## config.mk

```make
export PLATFORM = sky130hd
export DESIGN_NAME = bcd_down_timer
export DESIGN_NICKNAME = d
export VERILOG_FILES = /design/src/rtl/bcd_down_timer.sv
export SDC_FILE = /design/constraint.sdc
export NUM_CORES = 1
export LEC_CHECK = 0
export BUFFER_PORTS_ARGS = -buffer_cell sky130_fd_sc_hd__buf_2
export CAP_MARGIN = 20
export CORE_MARGIN = 3
export CORE_UTILIZATION = 47
export CTS_BUF_LIST = sky130_fd_sc_hd__clkbuf_4 sky130_fd_sc_hd__clkbuf_8 sky130_fd_sc_hd__clkbuf_16
export DETAILED_ROUTE_END_ITERATION = 10
export GPL_TIMING_DRIVEN = 0
export PLACE_DENSITY = 0.75
export SLEW_MARGIN = 20
export SYNTH_ARGS = -nofsm -noshare
export SYNTH_HDL_FRONTEND = slang
export SYNTH_SLANG_ARGS = --single-unit
```

## constraint.sdc

```tcl
create_clock -name clk -period 2.1 [get_ports clk]
set_clock_uncertainty 0.05 [all_clocks]
set_input_delay 0.21 -clock clk [delete_from_list [all_inputs] [get_ports clk]]
set_output_delay 0.21 -clock clk [all_outputs]
set_load 0.02 [all_outputs]
```

## src/rtl/bcd_down_timer.sv

```systemverilog
// Four-digit BCD down-counter with IDLE/RUN/PAUSE/EXPIRED control and optional auto-reload.
// All outputs registered: effects of inputs are visible one clock after the sampling edge; no backpressure.
module bcd_down_timer #(
  parameter bit RELOAD = 1'b0
) (
  input  logic        clk,
  input  logic        reset,
  input  logic        tick,
  input  logic        load,
  input  logic [15:0] load_val,
  input  logic        start,
  input  logic        pause,
  input  logic        clear,
  output logic [3:0]  q3,
  output logic [3:0]  q2,
  output logic [3:0]  q1,
  output logic [3:0]  q0,
  output logic        running,
  output logic        expired,
  output logic        expire_pulse,
  output logic        load_err
);

  typedef enum logic [1:0] {
    s_idle    = 2'd0,
    s_run     = 2'd1,
    s_pause   = 2'd2,
    s_expired = 2'd3
  } state_t;

  state_t      state, nstate;
  logic [15:0] count, ncount;
  logic [15:0] reload_reg, nreload;
  logic        nexp_pulse, nload_err;

  function automatic logic [15:0] bcd_dec(input logic [15:0] v);
    logic [15:0] r;
    logic        borrow;
    r      = v;
    borrow = 1'b1;
    for (int i = 0; i < 4; i++) begin
      if (borrow) begin
        if (v[i*4 +: 4] == 4'd0) begin
          r[i*4 +: 4] = 4'd9;
        end else begin
          r[i*4 +: 4] = v[i*4 +: 4] - 4'd1;
          borrow      = 1'b0;
        end
      end
    end
    return r;
  endfunction

  function automatic logic bcd_ok(input logic [15:0] v);
    logic ok;
    ok = 1'b1;
    for (int i = 0; i < 4; i++) begin
      if (v[i*4 +: 4] > 4'd9) ok = 1'b0;
    end
    return ok;
  endfunction

  // Strict priority: only the highest-priority asserted request is acted on each cycle.
  always_comb begin
    nstate     = state;
    ncount     = count;
    nreload    = reload_reg;
    nexp_pulse = 1'b0;
    nload_err  = 1'b0;
    if (clear) begin
      ncount  = 16'h0000;
      nreload = 16'h0000;
      nstate  = s_idle;
    end else if (load) begin
      if (bcd_ok(load_val)) begin
        ncount  = load_val;
        nreload = load_val;
        nstate  = s_idle;
      end else begin
        nload_err = 1'b1;
      end
    end else if (pause) begin
      if (state == s_run) nstate = s_pause;
    end else if (start) begin
      if ((state == s_idle && count != 16'h0000) || state == s_pause) nstate = s_run;
    end else if (tick && state == s_run && count != 16'h0000) begin
      if (count == 16'h0001) begin
        nexp_pulse = 1'b1;
        if (RELOAD && reload_reg != 16'h0000) begin
          ncount = reload_reg;
        end else begin
          ncount = 16'h0000;
          nstate = s_expired;
        end
      end else begin
        ncount = bcd_dec(count);
      end
    end
  end

  always_ff @(posedge clk or negedge reset) begin
    if (!reset) begin
      state        <= s_idle;
      count        <= 16'h0000;
      reload_reg   <= 16'h0000;
      running      <= 1'b0;
      expired      <= 1'b0;
      expire_pulse <= 1'b0;
      load_err     <= 1'b0;
    end else begin
      state        <= nstate;
      count        <= ncount;
      reload_reg   <= nreload;
      running      <= (nstate == s_run);
      expired      <= (nstate == s_expired);
      expire_pulse <= nexp_pulse;
      load_err     <= nload_err;
    end
  end

  assign q3 = count[15:12];
  assign q2 = count[11:8];
  assign q1 = count[7:4];
  assign q0 = count[3:0];

endmodule
```

==> results.yml <==
logic_synthesis:
  synth-simple-area-share_pct: 22.23
  syn_inst: 170
  netlist_area_um2: 1638
  seq_area_frac_synth_pct: 33.61
  synth_top_family_by_area: "compound AO/OA/AOI/OAI gates"
  synth-seq-cells: 22
  postSynth.asyncResetShare_pct: 100.0
  synth_warnings: 0
  synthXorXnorAreaFrac_pct: 0.5348
  synth_cell_types: 54
  synth_compound_area_share_pct: 22.84
  yosysTopAreaCell: "dfrtp_1"
  synth_fp_nets: 201
  synth_top_cells_by_area: "dfrtp_1 (34%), ha_1 (6.1%), mux2_4 (4.6%), a21oi_1 (3.7%), mux2_1 (3.4%)"
  synth_flop_cell: "dfrtp_1"
  synth_edf_count: 0
  synth.top_cell.area_share_pct: 33.61
  synth_mux_area_share_pct: 10.01
  synth-adder-area-share_pct: 6.112
  avgSynthCellArea_um2: 9.634
clocking:
  cts.clk_slew.worst_paths_ns: 0.13
  cts_sinks: 22
  cts_buffer_depth: 2
  root_buffer: "clkbuf_4"
  clock_latency_ns: 0.32
  cts_htree_levels: 1
  cts_made_buffers: 3
  cts_tree: "built"
run:
  drv_cap: 0
placement:
  placedCellCount: 254
  dpl.hpwl_um: 3321
  post-place-ws_ns: -0.3417
  portBuffers: 40
  place_area_um2: 1958
  gp_congestion: 0.8130
finish:
  fin_cells: 278
  fillers: 265
  nets: 266
  final_cell_mix: "buf_2 (41), buf_4 (18), dfrtp_1 (15)"
  final_common_cell: "buf_2"
  area_delta_synth_final_pct: 38.58
  stdcell_area_um2: 2270
  drive_above_1_share_pct: 52.56
  num_antenna_cells: 0
  utilization_pct: 71.42
grt:
  grt_pass1_vias: 1697
  grt_usage_pct: 24.13
  antenna_found_initial: 0
  gr-total-overflow: 0
  grt_pass1_wl_um: 8045
  grt_max_degree: 23
routing:
  via_count: 1662
  first_pass_iters: 4
  drcViolationCount: 0
  antenna_left: 0
  wirelength_um: 4983
  vias_per_cell: 5.978
  wire_per_inst_um: 17.92
  drt-initial-drc-count: 55
outcome:
  failed_checks: "setup timing"
  status: "complete, but fails checks"
floorplanning:
  start_util_pct: 51.54
  core_area_um2: 3178
  io_pins: 43
  fp.dieArea_um2: 4229
  dieWidth_um: 65.03
  row_count: 20
  die_height_um: 65.03
power_and_ir_drop:
  swShare_pct: 40.88
  p_leak_nw: 1.057
  intPower_mw: 1.199
  finalPower_mw: 2.027
  power_density_nw_per_um2: 893.3
  combPwrFrac_pct: 57.4
  vdd_ir_drop_max_mv: 0.4735
  p_switching_mw: 0.8288
  pwr-share-seq_pct: 30.5
  clkPwrFrac_pct: 12.1
critical_path:
  crit_type: "reg2reg"
  cp.required_ns: 2.26
  crit_arrival_ns: 2.39
  crit_fanout: 4
  crit_path_end_kind: "flop"
  startpoint_type: "flop"
sta:
  holdWs_ns: 0.06114
  setup_tns_ns: -1.404
  max_freq_mhz: 448.3
  hold_viol: 0
  worst_slack_ns: -0.1304
  min_period_ns: 2.230
  slew_violations: 0
  fin_crit_sh_pct: 106.2
  rsz0062_at_grt: "true"
  setup_violations: 19
  slew_headroom_pct: 61.78
  worstMarginPinSlew_ns: 0.5659
min_path:
  min_path_type: "in2reg"
critical path: stages, from the launching register on:
cell     delay [ns]
dfrtp_2        0.44
inv_2          0.09
ha_4           0.14
or3b_4         0.42
nor4_4         0.35
o31a_4         0.23
nor3_4         0.08
mux2_4         0.33
cell families after synthesis:
kind of cell,count (synthesis)
AOI/OAI and AO/OA,53
adders and majority gates,8
buffers and inverters,18
muxes,13
and+or+nand+nor,55
DFF,22
xor gates and xnor gates,1
cell usage after synthesis, drive strengths merged (4+ instances only):
cell,n
a21oi,12
clkbuf,4
dfrtp,22
ha,8
inv,11
mux2,12
nand2,9
nand2b,5
nor2,12
nor3,7
nor3b,4
o21ai,7
o31ai,5
or3b,4
timing repair:
action,CTS,global route
endpoints found under the setup margin,16,19
pin swaps,8,10
buffers inserted,18,2
gates cloned,0,0
resized for setup,14,16
hold endpoints to repair,22,0
hold buffers,1,0
power groups by stage:
stage	logic (mW)	registers (mW)	clock network, mW
after floorplan	0.593	0.712	0
after global placement	0.886	0.632	0
after detailed placement	0.918	0.642	0
after CTS	1.10	0.609	0.249
after global routing	1.26	0.631	0.267
final	1.16	0.618	0.246
layout make-up:
cell class	instances	area, um2	area share (%)
inverter	11	43.79	1.929
sequential	22	559.3	24.64
multi-input combinational	130	1184	52.15
clock buffer	4	36.28	1.599
timing repair buffer	61	367.9	16.21
tap	44	55.05	2.426
buffer	6	23.77	1.047
worst paths after layout:
path                                     endpoint             startpoint  cells after the start  slack (ns)
setup / recovery             count[5]$_DFFE_PN0P_   count[4]$_DFFE_PN0P_                      7       -0.13
setup reg to reg             count[5]$_DFFE_PN0P_   count[4]$_DFFE_PN0P_                      7       -0.13
hold reg to reg             count[13]$_DFFE_PN0P_  count[13]$_DFFE_PN0P_                      2        0.62
hold / removal             expire_pulse$_DFF_PN0_                  pause                      2        0.06
min in group asynchronous   count[15]$_DFFE_PN0P_                  reset                      2        0.32
max in group asynchronous    count[5]$_DFFE_PN0P_                  reset                      2        1.30
metal layers:
metal / track usage [%] / vias up / part of all wire, %
met3: 2.600 / 13 / 4.5
li1: - / 770 / -
met4: 7.772 / 0 / 2.5
met5: 0 / - / 0
met1: 29.41 / 817 / 43
met2: 44.06 / 62 / 50
state kept, by name, indices dropped and copies added (netlist names):
register,count
load_err,1
state,2
expired,1
expire_pulse,1
running,1
count,16
Power figures use the tool's default switching activity.
